`src/rtl/vna_sample_mux_pkg.sv`:
```
// Shared radio package for the VNA sample mux.
//   IDX_W    : scan index width, matches vna_count
//   tag_t    : per-entry tag {first, idx}; a FIFO entry is {tag_t, I, Q}
//   next_idx : scan index step, wraps to 0 once idx reaches the point count
package vna_sample_mux_pkg;

    localparam int unsigned IDX_W = 16;

    typedef struct packed {
        logic             first;
        logic [IDX_W-1:0] idx;
    } tag_t;

    localparam int unsigned TAG_W = $bits(tag_t);

    // One scan is count+1 points: the zero sample plus count points.
    function automatic logic [IDX_W-1:0] next_idx(input logic [IDX_W-1:0] idx,
                                                  input logic [IDX_W-1:0] count);
        return (idx >= count) ? '0 : idx + IDX_W'(1);
    endfunction

endpackage

```
`src/rtl/vna_sample_mux_sample_fifo.sv`:
```
// sample_fifo: first-word-fall-through FIFO with synchronous flush.
//   clock, reset_n : system clock, synchronous active-low reset
//   flush          : clears pointers and count; push/pop ignored that cycle
//   push, din      : write one entry (caller guarantees not full or popping)
//   pop            : consume head (caller guarantees not empty)
//   dout           : head entry at the read pointer
//   full, empty    : occupancy flags
//   level          : entry count, 0..DEPTH
module sample_fifo #(
    parameter int unsigned DEPTH = 16,
    parameter int unsigned WIDTH = 8
) (
    input  logic                     clock,
    input  logic                     reset_n,
    input  logic                     flush,
    input  logic                     push,
    input  logic                     pop,
    input  logic [WIDTH-1:0]         din,
    output logic [WIDTH-1:0]         dout,
    output logic                     full,
    output logic                     empty,
    output logic [$clog2(DEPTH):0]   level
);

    localparam int unsigned AW = $clog2(DEPTH);

    logic [WIDTH-1:0] mem [DEPTH];
    logic [AW-1:0]    rd_ptr;
    logic [AW-1:0]    wr_ptr;
    logic [AW:0]      count;

    always_ff @(posedge clock) begin
        if (!reset_n || flush) begin
            rd_ptr <= '0;
            wr_ptr <= '0;
            count  <= '0;
        end else begin
            if (push) wr_ptr <= wr_ptr + AW'(1);
            if (pop)  rd_ptr <= rd_ptr + AW'(1);
            case ({push, pop})
                2'b10:   count <= count + (AW+1)'(1);
                2'b01:   count <= count - (AW+1)'(1);
                default: count <= count;
            endcase
        end
    end

    // Storage carries no reset; the head is qualified by empty downstream.
    always_ff @(posedge clock) begin
        if (reset_n && !flush && push) mem[wr_ptr] <= din;
    end

    assign dout  = mem[rd_ptr];
    assign full  = (count == (AW+1)'(DEPTH));
    assign empty = (count == '0);
    assign level = count;

endmodule

```
`src/rtl/vna_sample_mux.sv`:
```
// vna_sample_mux: selects receiver samples or strobed VNA scanner points,
// tags scanner points with their scan index and queues them for the packetizer.
//   clock, reset_n           : system clock, synchronous active-low reset
//   vna, vna_count           : mode; scanner source when vna && vna_count != 0
//   vna_strobe, vna_I/Q      : scanner point
//   rx_strobe, rx_I/Q        : receiver sample
//   out_valid/ready, out_I/Q : valid/ready head of the FIFO
//   out_index, out_first     : scan index of head, first marks index 0 scanner point
//   level                    : FIFO occupancy
//   overflow, clear_overflow : sticky drop flag and its clear
module vna_sample_mux
    import vna_sample_mux_pkg::*;
#(
    parameter int unsigned DEPTH = 16,
    parameter int unsigned W     = 24
) (
    input  logic                     clock,
    input  logic                     reset_n,
    input  logic                     vna,
    input  logic [IDX_W-1:0]         vna_count,
    input  logic                     vna_strobe,
    input  logic signed [W-1:0]      vna_I,
    input  logic signed [W-1:0]      vna_Q,
    input  logic                     rx_strobe,
    input  logic signed [W-1:0]      rx_I,
    input  logic signed [W-1:0]      rx_Q,
    output logic                     out_valid,
    input  logic                     out_ready,
    output logic signed [W-1:0]      out_I,
    output logic signed [W-1:0]      out_Q,
    output logic [IDX_W-1:0]         out_index,
    output logic                     out_first,
    output logic [$clog2(DEPTH):0]   level,
    output logic                     overflow,
    input  logic                     clear_overflow
);

    localparam int unsigned EW = TAG_W + 2*W;

    logic             sel;
    logic             sel_q;
    logic             flush;
    logic             strobe;
    logic             push;
    logic             pop;
    logic             drop;
    logic             full;
    logic             empty;
    logic [IDX_W-1:0] idx;
    tag_t             in_tag;
    tag_t             head_tag;
    logic [EW-1:0]    din;
    logic [EW-1:0]    head;

    assign sel    = vna && (vna_count != '0);
    assign flush  = (sel != sel_q);
    assign strobe = sel ? vna_strobe : rx_strobe;

    // out_valid depends only on state and mode, never on out_ready.
    assign out_valid = !empty && !flush;
    assign pop       = out_valid && out_ready;
    assign push      = strobe && !flush && (!full || pop);
    assign drop      = strobe && !flush && full && !pop;

    always_comb begin
        in_tag       = '0;
        in_tag.first = sel && (idx == '0);
        in_tag.idx   = sel ? idx : '0;
        din          = sel ? {in_tag, vna_I, vna_Q} : {in_tag, rx_I, rx_Q};
    end

    sample_fifo #(
        .DEPTH (DEPTH),
        .WIDTH (EW)
    ) u_fifo (
        .clock   (clock),
        .reset_n (reset_n),
        .flush   (flush),
        .push    (push),
        .pop     (pop),
        .din     (din),
        .dout    (head),
        .full    (full),
        .empty   (empty),
        .level   (level)
    );

    always_ff @(posedge clock) begin
        if (!reset_n) begin
            sel_q    <= 1'b0;
            idx      <= '0;
            overflow <= 1'b0;
        end else begin
            sel_q <= sel;
            // Index steps on every scanner strobe, accepted or dropped.
            if (flush)
                idx <= '0;
            else if (sel && vna_strobe)
                idx <= next_idx(idx, vna_count);
            if (drop)
                overflow <= 1'b1;
            else if (clear_overflow)
                overflow <= 1'b0;
        end
    end

    always_comb begin
        head_tag  = tag_t'(head[EW-1 -: TAG_W]);
        out_I     = '0;
        out_Q     = '0;
        out_index = '0;
        out_first = 1'b0;
        if (out_valid) begin
            out_I     = head[2*W-1 -: W];
            out_Q     = head[W-1:0];
            out_index = head_tag.idx;
            out_first = head_tag.first;
        end
    end

endmodule

```
`config.mk`:
```
export PLATFORM = sky130hd
export DESIGN_NAME = vna_sample_mux
export DESIGN_NICKNAME = d
export VERILOG_FILES = /design/src/rtl/vna_sample_mux_pkg.sv /design/src/rtl/vna_sample_mux_sample_fifo.sv /design/src/rtl/vna_sample_mux.sv
export SDC_FILE = /design/constraint.sdc
export NUM_CORES = 1
export LEC_CHECK = 0
export CORE_ASPECT_RATIO = 2
export CORE_MARGIN = 5
export CORE_UTILIZATION = 55
export CTS_BUF_LIST = sky130_fd_sc_hd__clkbuf_4 sky130_fd_sc_hd__clkbuf_8
export CTS_CLUSTER_SIZE = 16
export DETAILED_ROUTE_END_ITERATION = 6
export GPL_ROUTABILITY_DRIVEN = 0
export PLACE_DENSITY = 0.74
export SYNTH_ARGS = -nofsm -noshare
export SYNTH_HDL_FRONTEND = slang
export SYNTH_HIERARCHICAL = 1
export SYNTH_SLANG_ARGS = --single-unit
```
`constraint.sdc`:
```
create_clock -name clock -period 18.4 [get_ports clock]
set_input_delay 3.68 -clock clock [delete_from_list [all_inputs] [get_ports clock]]
set_output_delay 3.68 -clock clock [all_outputs]
set_load 0.03 [all_outputs]
```
==> flow_metrics.py <==
metrics = {
    "outcome": {
        "status": "completed",
    },
    "yosys": {
        "synth_top_area_share_pct": 73.62,
        "yosysTopAreaCell": "edfxtp_1",
        "synth_nets": 2159,
        "yosysSeqAreaShare_pct": 75.27,
        "synth_cell_types": 55,
        "syn_area_per_cell_um2": 21.07,
        "synthTopCellsByArea": "edfxtp_1 (74%), mux4_2 (14%), a22oi_1 (2.3%), dfxtp_1 (1.7%), and2_1 (1.3%)",
        "synthArstFlopShare_pct": 0,
        "synth_edf_count": 1040,
        "synthTopCellsByCount": "edfxtp_1 (1040), mux4_2 (260), a22oi_1 (130)",
        "synth_area_um2": 42420,
        "yosys_most_used_dff": "edfxtp_1",
        "ys_warn_count": 6,
        "syn_inst": 2013,
        "synth.most_common_cell": "edfxtp_1",
        "ys_ff_latch": 1075,
    },
    "cells_and_area": {
        "drive_gt1_share_pct": 25.77,
        "fillers": 5229,
        "nNetsFinal": 2418,
        "syn2layout_area_growth_pct": 13.65,
    },
    "sta": {
        "report.final.setup_viol": 0,
        "hold_viol_final": 0,
        "tightestPinTransition_ps": 1149,
        "timing.fmax_ghz": 0.09078,
        "clock_skew_ps": 26.50,
        "finalMaxSlewViolations": 0,
        "tns_ps": 0,
        "period_share_pct": 59.87,
        "rsz0062_at_grt": "false",
        "finalCriticalPeriod_ps": 11020,
        "relSlewSlack_pct": 23.20,
    },
    "clock_network": {
        "cts_made_buffers": 139,
        "clock_latency_ps": 760,
        "cts_buffer_depth": 3,
        "cts_setup_buffers": 0,
        "post_cts_resized": 0,
        "cts_tree": "yes",
        "root_buffer": "clkbuf_8",
        "ctsHoldBuffers": 0,
        "cts.sinks": 1075,
        "clk_pin_slew_ps": 70,
        "htree_levels": 4,
    },
    "floorplanning": {
        "core-area_um2": 76750,
        "die_w_um": 206.4,
        "ioPinCount": 191,
        "die-area_um2": 83120,
        "fp.dieH_um": 402.8,
        "start_util_pct": 55.27,
        "rows": 144,
    },
    "grt": {
        "track_usage_pct": 22.31,
        "grt_overflow_total": 0,
        "grt_pass1_wl_um": 137300,
        "grt_max_degree": 86,
        "grt_pass1_vias": 22530,
        "antenna_found_initial": 2,
    },
    "worst_hold_path": {
        "min_path_type": "reg -> reg",
    },
    "route": {
        "first_pass_iters": 5,
        "wl_um": 91250,
        "drt_iter0_drc": 1935,
        "drc": 0,
        "vias_per_cell": 6.145,
        "ant_nets": 0,
        "via_count": 20940,
        "wl_per_cell_um": 26.78,
    },
    "power_and_ir_drop": {
        "peakVddDrop_mv": 0.06610,
        "power_density_nw_per_um2": 94.44,
        "combinationalPowerShare_pct": 3.1,
        "finalPower_uw": 4553,
        "power.leakage_uw": 0.01528,
        "p_clk_share_pct": 37.7,
        "p_seq_share_pct": 59.2,
        "switching_share_pct": 20.03,
        "switching_power_uw": 911.9,
        "p_int_uw": 3641,
    },
    "critical_path": {
        "cp-start-kind": "primary input",
        "worstPathMaxFanout": 48,
        "worstSetupPathType": "in -> out",
        "end_kind": "output port",
        "critical_path_arrival_ps": 7340,
        "crit_required_ps": 14720,
    },
    "job": {
        "cap_violations": 0,
    },
    "place": {
        "portBuffers": 190,
        "dpl.hpwl_um": 48240,
    },
}
kinds of logic (layout without fill, tap and decap cells):
group                    Yosys count  in the layout  synth area share [%]
other                              0              2                     0
adder cells (fa/ha/maj)           27             27                0.7963
XOR/XNOR                          25             25                0.5339
AO/OA/AOI/OAI                    176            176                 3.256
flip-flops                      1075           1075                 75.27
multiplexers                     312            312                 15.17
buffers and inverters            136            506                 1.675
AND/OR/NAND/NOR                  262            262                 3.297
per-stage QoR:
step	util [%]	setup WS, ps	hold WS (ps)	cell area, µm²	instances
global route	62.81	7136	536.7	48210	3406
CTS	62.81	7236	501.1	48210	3405
finish	62.81	7385	502.4	48210	3407
floorplan	-	9642	484.7	42420	2013
detailed placement	59.22	7243	482.4	45460	3153
global placement	59.22	7404	507.2	45460	3153
cells in the final DEF, fill, tap and decap left out, types with 7 or more instances in the layout:
cell type           n
and2_1             86
nand2_1            81
mux2_2             48
clkbuf_4           50
nor2_1             16
and3_1              7
mux4_2            260
clkinv_2           14
a21oi_1            12
nor2_4             17
buf_4              38
xor2_1             20
edfxtp_1         1040
inv_1              25
clkinvlp_4          8
dfxtp_1            33
nand4_1            16
ha_1               27
a211oi_2           10
clkinv_1           28
clkbuf_8          149
a22oi_1           130
clkdlybuf4s50_1   190
path summary, 6_finish.rpt:
check | startpoint | endpoint | slack, ps | cells after the start
hold reg to reg | overflow | overflow | 500 | 2
setup reg to reg | u_fifo/level[2] | u_fifo/mem[0][12] | 14140 | 7
setup / recovery | vna_count[13] | out_I[12] | 7380 | 9
hold / removal | overflow | overflow | 500 | 2
layer usage:
| metal | GRT usage (%) | part of all wire [%] | vias up |
|---|---|---|---|
| li1 | - | - | 8890 |
| met1 | 29.12 | 37 | 10970 |
| met2 | 38.97 | 54 | 929 |
| met3 | 3.571 | 6.9 | 152 |
| met4 | 6.427 | 2.4 | 0 |
| met5 | 0 | 0 | - |
area by class of cell:
class | count | area, µm² | share of cell area (%)
sequential | 1075 | 31940 | 66.24
multi-input combinational | 802 | 9938 | 20.61
clock buffer | 199 | 2426 | 5.032
timing repair buffer | 229 | 2207 | 4.578
tap | 1022 | 1279 | 2.652
clock inverter | 53 | 325.3 | 0.6747
inverter | 25 | 93.84 | 0.1946
antenna | 2 | 5.005 | 0.01038
worst max-delay path, cell delays in order:
cell             delay [ps]
clkdlybuf4s50_1         440
nor4_2                  420
a41oi_4                 160
buf_4                   370
xnor2_2                 270
and2b_2                 450
buf_4                   580
and2_1                  220
clkdlybuf4s50_1         670
sequential cells by signal, summed over array words and instances, names as in the netlist, named ones only:
register	count
idx	16
overflow	1
sel_q	1
u_fifo/level	5
u_fifo/mem	1040
u_fifo/rd_ptr	4
u_fifo/wr_ptr	4
power groups by stage:
| stage | clock, µW | combinational (µW) | sequential (µW) |
|---|---|---|---|
| 6_report | 1720 | 142 | 2690 |
| 5_1_grt | 1870 | 154 | 2690 |
| 4_1_cts | 1760 | 144 | 2690 |
| 3_5_place_dp | 0 | 144 | 2750 |
| 3_3_place_gp | 0 | 138 | 2750 |
| 2_1_floorplan | 0 | 79.6 | 2750 |
No activity file was read; power rests on OpenSTA's default activity.
==> patch 1 (config.mk and constraints unchanged) <==
Set the package constant `IDX_W` to 15 (it was 16).
--- a/src/rtl/vna_sample_mux_pkg.sv
+++ b/src/rtl/vna_sample_mux_pkg.sv
@@ -6,3 +6,3 @@
 
-    localparam int unsigned IDX_W = 16;
+    localparam int unsigned IDX_W = 15;
 
Interface: changed (resized out_index and vna_count); port bits go from 191 to 189. No check against the original RTL was run, so the function may have changed too.
==> patch 1 against the original RTL <==
  * First-iteration DRC count fell by 0.10%
  * Sequential cell count down 17
  * Total power decreased by 1.3%
  * Worst setup slack got worse by 570 ps
  * Sequential power shrank 1%
  * Routed wire length rose by 1.8%
  * Non-clock buffer count shrank 9
  * Design area shrank 1.8%
  * Area after synthesis down 1.9%
  * Critical path type unchanged
==> patch 1: results (changes against the original RTL) <==
stage	metric	value	unit	change
outcome	run status	finished clean		
clocking	root buffer cell	clkbuf_8		
logic_synthesis	asr flop ratio synth	0	%	unchanged
clocking	# resized after CTS	0		unchanged
setup_path	Worst Path Arrival	7910	ps	+570 ps
sta	setup TNS	0	ps	unchanged
drt	TritonRoute pass-1 iters	7		+2
final_layout	max reg flops	1024		-1.5%
sta	clock skew	29.6	ps	+3.09 ps
final_layout	Layout Nets	2481		+2.6%
grt	initial antenna violation count	2		unchanged
min_path	Hold Crit Class	reg2reg		
sta	WHS	502	ps	-0.730 ps
grt	first-pass GRT wire length	140000	um	+1.6%
logic_synthesis	Ys Warns	6		unchanged
logic_synthesis	Post-synth EDFFs	1024		-1.5%
drt	final wirelength	92900	um	+1.8%
pwr	P_int	3.58	mW	-1.8%
clocking	Num CTS Buffers	140		+0.72%
grt	largest net degree at the start of global routing	128		+49%
logic_synthesis	sequential area share after synthesis	75.5	%	+0.24 points
placed_design	Port-buffer cells	188		-1.1%
clocking	setup repair bufs after CTS	0		unchanged
logic_synthesis	Yosys cell types	49		-11%
drt	Detail Route Antenna Nets	0		unchanged
pwr	Max IR drop VDD	0.0000850	V	+29%
grt	GRT Total Usage	23.2	%	+0.90 points
pwr	LEAKAGE	15.1	nW	-0.96%
min_path	hold path start	overflow$_SDFFE_PN0P_		
final_layout	Reg with most FFs	u_fifo/mem		
setup_path	worst flop-to-flop path startpoint	u_fifo/level[2]$_SDFFE_PP0P_		
setup_path	R2R cell count	7		unchanged
grt	number of global-route vias before repair	22500		+0.027%
min_path	Hold Path Cell Cnt	2		unchanged
logic_synthesis	Net Count, Synth	2234		+3.5%
clocking	clk_lat worst skew	760	ps	about the same
setup_path	r2r endpoint	u_fifo/mem[10][17]$_DFFE_PP_		
drt	via/cell ratio	6.16		+0.28%
sta	slew at the pin with the worst max-slew slack	1200	ps	+48.9 ps
final_layout	share of layout cells above drive strength 1	21.8	%	-4.0 points
logic_synthesis	most frequent cells after synthesis	edfxtp_1 (1024), mux4_2 (256), nand2_1 (226)		
sta	Fin. Hold Viols	0		unchanged
setup_path	crit path launch	vna_count[2]		
setup_path	FF-to-FF setup slack	14110	ps	-30 ps
setup_path	worst-path maximum fanout	72		+50%
placed_design	DP Wirelength	47200	um	-2.2%
drt	DRT iter0 DRCs	1933		-0.10%
logic_synthesis	Synth area leaders	edfxtp_1 (74%), mux4_2 (14%), a22oi_1 (2.3%), nand2_1 (2.0%), dfxtp_1 (1.6%)		
[patch 1: cell count changes in the layout (fill, tap and decap cells not counted), moves of 10 or more]
cell / change
nand2_1: +145
mux2_2: -48
clkbuf_4: -17
edfxtp_1: -16
xor2_1: -13
xnor2_1: +11
a211oi_2: -10
nand4_1: -10
[patch 1: critical path: stages]
cell,delay [ps]
clkdlybuf4s50_1,420
or4_1,590
o41ai_4,340
buf_4,820
xnor2_1,280
nor2_4,130
buf_4,610
and2_1,230
clkdlybuf4s50_1,690
[patch 1: cell type report]
| class | instances | area, um2 |
|---|---|---|
| well taps | 1008 | 1260 |
| clock inverters | 64 | 384 |
| inverters | 25 | 93.8 |
| fillers | 5163 | 27600 |
| multi-input cells | 892 | 9690 |
| repair buffers | 220 | 2130 |
| flip-flops and latches | 1058 | 31400 |
| diodes | 1 | 2.50 |
| clock buffers | 185 | 2340 |
[patch 1: logic make-up (layout without fill, tap and decap cells)]
logic type                 after synthesis  count (layout)  synth area share (%)
xor gates and xnor gates                22              22                 0.463
AOI/OAI and AO/OA                      176             176                  3.17
buffers and inverters                  140             494                  1.56
and+or+nand+nor                        407             407                  4.54
adders and majority gates               26              26                 0.782
DFF                                   1058            1058                  75.5
muxes                                  261             261                  14.0
other                                    0               1                     0
[patch 1: per-layer routing]
layer / vias to the layer above / global-route usage (%) / share of wire [%]
met5: - / 0 / 0
met4: 0 / 7.01 / 2.4
met3: 156 / 3.94 / 7.7
met2: 998 / 40.3 / 53
met1: 11100 / 30.5 / 37
li1: 9005 / - / -
[patch 1: per-stage QoR]
stage               setup slack, ps  instances  power, mW  cell area [um2]
floorplan                      9060       2090       2.78            41600
global placement               6870       3203       2.84            44600
detailed placement             6740       3203       2.85            44600
CTS                            6750       3452       4.54            47300
global route                   6580       3453       4.65            47300
finish                         6810       3453       4.50            47300
[patch 1: worst max path at each step]
stage | to | slack [ps] | cells after the start
after floorplan | out_I[11] | 9060 | 7
after global placement | out_I[0] | 6870 | 9
after detailed placement | out_Q[12] | 6740 | 9
after CTS | out_Q[12] | 6750 | 9
after global routing | out_Q[12] | 6580 | 9
final | out_Q[12] | 6810 | 9
[patch 1: power by group through the flow]
stage                     Clock [mW]  Combinational [mW]  Sequential, mW
after floorplan                    0              0.0775            2.70
after global placement             0               0.137            2.70
after detailed placement           0               0.144            2.70
after CTS                       1.74               0.144            2.65
after global routing            1.84               0.156            2.65
final                           1.70               0.142            2.65
==> patch 2 (config.mk and constraints unchanged) <==
Made on the original files. Add an input register stage for `rx_I`; this delays it by one clock. The other inputs are not delayed to match.
--- a/src/rtl/vna_sample_mux.sv
+++ b/src/rtl/vna_sample_mux.sv
@@ -39,2 +39,8 @@
 
+    logic signed [W-1:0] rx_I_q;
+
+    always_ff @(posedge clock) begin
+        rx_I_q <= rx_I;
+    end
+
     logic             sel;
@@ -68,3 +74,3 @@
         in_tag.idx   = sel ? idx : '0;
-        din          = sel ? {in_tag, vna_I, vna_Q} : {in_tag, rx_I, rx_Q};
+        din          = sel ? {in_tag, vna_I, vna_Q} : {in_tag, rx_I_q, rx_Q};
     end
Check against the original RTL: not equivalent (a bounded check fails within 4 cycles, from zero or initial values and one cycle with reset_n low).
==> patch 2 against the original RTL <==
  * Total power rose by 3.8%
  * Hold slack got worse by 9.2 ps
  * Register-to-register slack got worse by 30 ps
  * Area after synthesis rose by 1.2%
  * Critical path type unchanged
  * Fmax rose by 0.43%
  * Design area rose by 1.4%
  * Largest power group unchanged
  * Worst setup slack improved by 47 ps
  * Routed wire length rose by 3.3%
  * Sequential cell count rose by 24
  * Highest routed layer unchanged
==> patch 2: results (changes against the original RTL) <==
stage	metric	value	unit	change
sta	slew margin rel.	24.1	%	+0.88 points
grt	first-pass GRT wire length	142000	um	+3.4%
drt	DR WL/cell	27.3	um	+2.1%
final_layout	Layout Nets	2447		+1.2%
logic_synthesis	Yosys top cell area share	72.7	%	-0.89 points
sta	clock skew	23.5	ps	-2.99 ps
outcome	run status	finished clean		
drt	via/cell ratio	6.20		+0.84%
grt	met2 usage	38.8	%	-0.19 points
setup_path	Worst Path Arrival	7290	ps	-50 ps
logic_synthesis	sequential area share after synthesis	75.5	%	+0.21 points
setup_path	worst-path maximum fanout	45		-6.3%
logic_synthesis	Net Count, Synth	2184		+1.2%
setup_path	crit path launch	vna_count[4]		
grt	met3 GRT Util	3.60	%	+0.031 points
drt	DRT iter0 DRCs	1992		+2.9%
logic_synthesis	Yosys cell types	57		+3.6%
sta	Min Clock Period, post-route	10970	ps	-46.8 ps
final_layout	share of layout cells above drive strength 1	25.8	%	+0.062 points
grt	GRT Total Usage	22.5	%	+0.21 points
logic_synthesis	most frequent cells after synthesis	edfxtp_1 (1040), mux4_2 (260), a22oi_1 (130)		
setup_path	r2r endpoint	u_fifo/mem[3][59]$_DFFE_PP_		
pwr	Max IR drop VDD	0.0000738	V	+12%
grt	number of global-route vias before repair	22800		+1.1%
logic_synthesis	Synth area leaders	edfxtp_1 (73%), mux4_2 (14%), dfxtp_1 (2.8%), a22oi_1 (2.3%), mux2_2 (1.3%)		
grt	GR Layer Usage met1	30.0	%	+0.85 points
clocking	Num CTS Buffers	145		+4.3%
grt	initial antenna violation count	3		+1
-- patch 2: cell count changes after synthesis, moves of 2 or more --
cell     before  now
xor2_1       20   18
nand4_1      16   11
buf_6        17   19
nand3_1       5   10
nor3_1        2    0
and4_1        1    3
buf_2        37   34
nand2_1      81   76
buf_4         7   10
dfxtp_1      35   59
and3_1        7   10
-- patch 2: kinds of logic (layout without fill, tap and decap cells) --
| logic type | Yosys count | count (layout) | synth area share (%) |
|---|---|---|---|
| buffers and inverters | 138 | 516 | 1.72 |
| flip-flops | 1099 | 1099 | 75.5 |
| multiplexers | 312 | 312 | 15.0 |
| XOR/XNOR | 24 | 24 | 0.507 |
| adder cells (fa/ha/maj) | 27 | 27 | 0.787 |
| AND/OR/NAND/NOR | 261 | 261 | 3.28 |
| AO/OA/AOI/OAI | 177 | 177 | 3.23 |
| other | 0 | 3 | 0 |
-- patch 2: layout make-up --
class | count | area, um2
tap | 1029 | 1290
sequential | 1099 | 32400
multi-input combinational | 801 | 9940
inverter | 26 | 97.6
antenna | 3 | 7.51
clock inverter | 62 | 500
timing repair buffer | 228 | 2210
clock buffer | 200 | 2430
fill | 5230 | 28900
-- patch 2: worst min-delay path, stage by stage (launching register included) --
cell      delay, ps
dfxtp_1         320
nand3b_1         80
o21ai_1          60
-- patch 2: metal layers --
layer,share of wire [%],wire length (um)
met5,0,0
met4,2.4,2230
met3,7.6,7210
met2,53,49500
met1,37,35300
-- patch 2: report_power, final --
group	switching, mW	internal, mW
logic	0.0838	0.0588
clock network	0.880	0.953
registers	0.00345	2.75
total	0.967	3.76
-- patch 2: worst max-delay path by stage --
stage,endpoint,depth (start not counted),slack (ps)
after global placement,out_Q[10],9,7440
after floorplan,out_I[14],6,9620
after detailed placement,out_Q[11],9,7340
after global routing,out_index[7],9,7190
after CTS,out_Q[11],9,7310
final,out_Q[11],9,7430
-- patch 2: metrics by stage --
stage / cell area, um2 / power [mW] / instances / worst slack, ps
finish: 48900 / 4.73 / 3448 / 7430
global route: 48900 / 4.89 / 3446 / 7190
CTS: 48900 / 4.77 / 3445 / 7310
detailed placement: 46000 / 2.95 / 3183 / 7340
global placement: 46000 / 2.94 / 3183 / 7440
floorplan: 42900 / 2.88 / 2038 / 9620
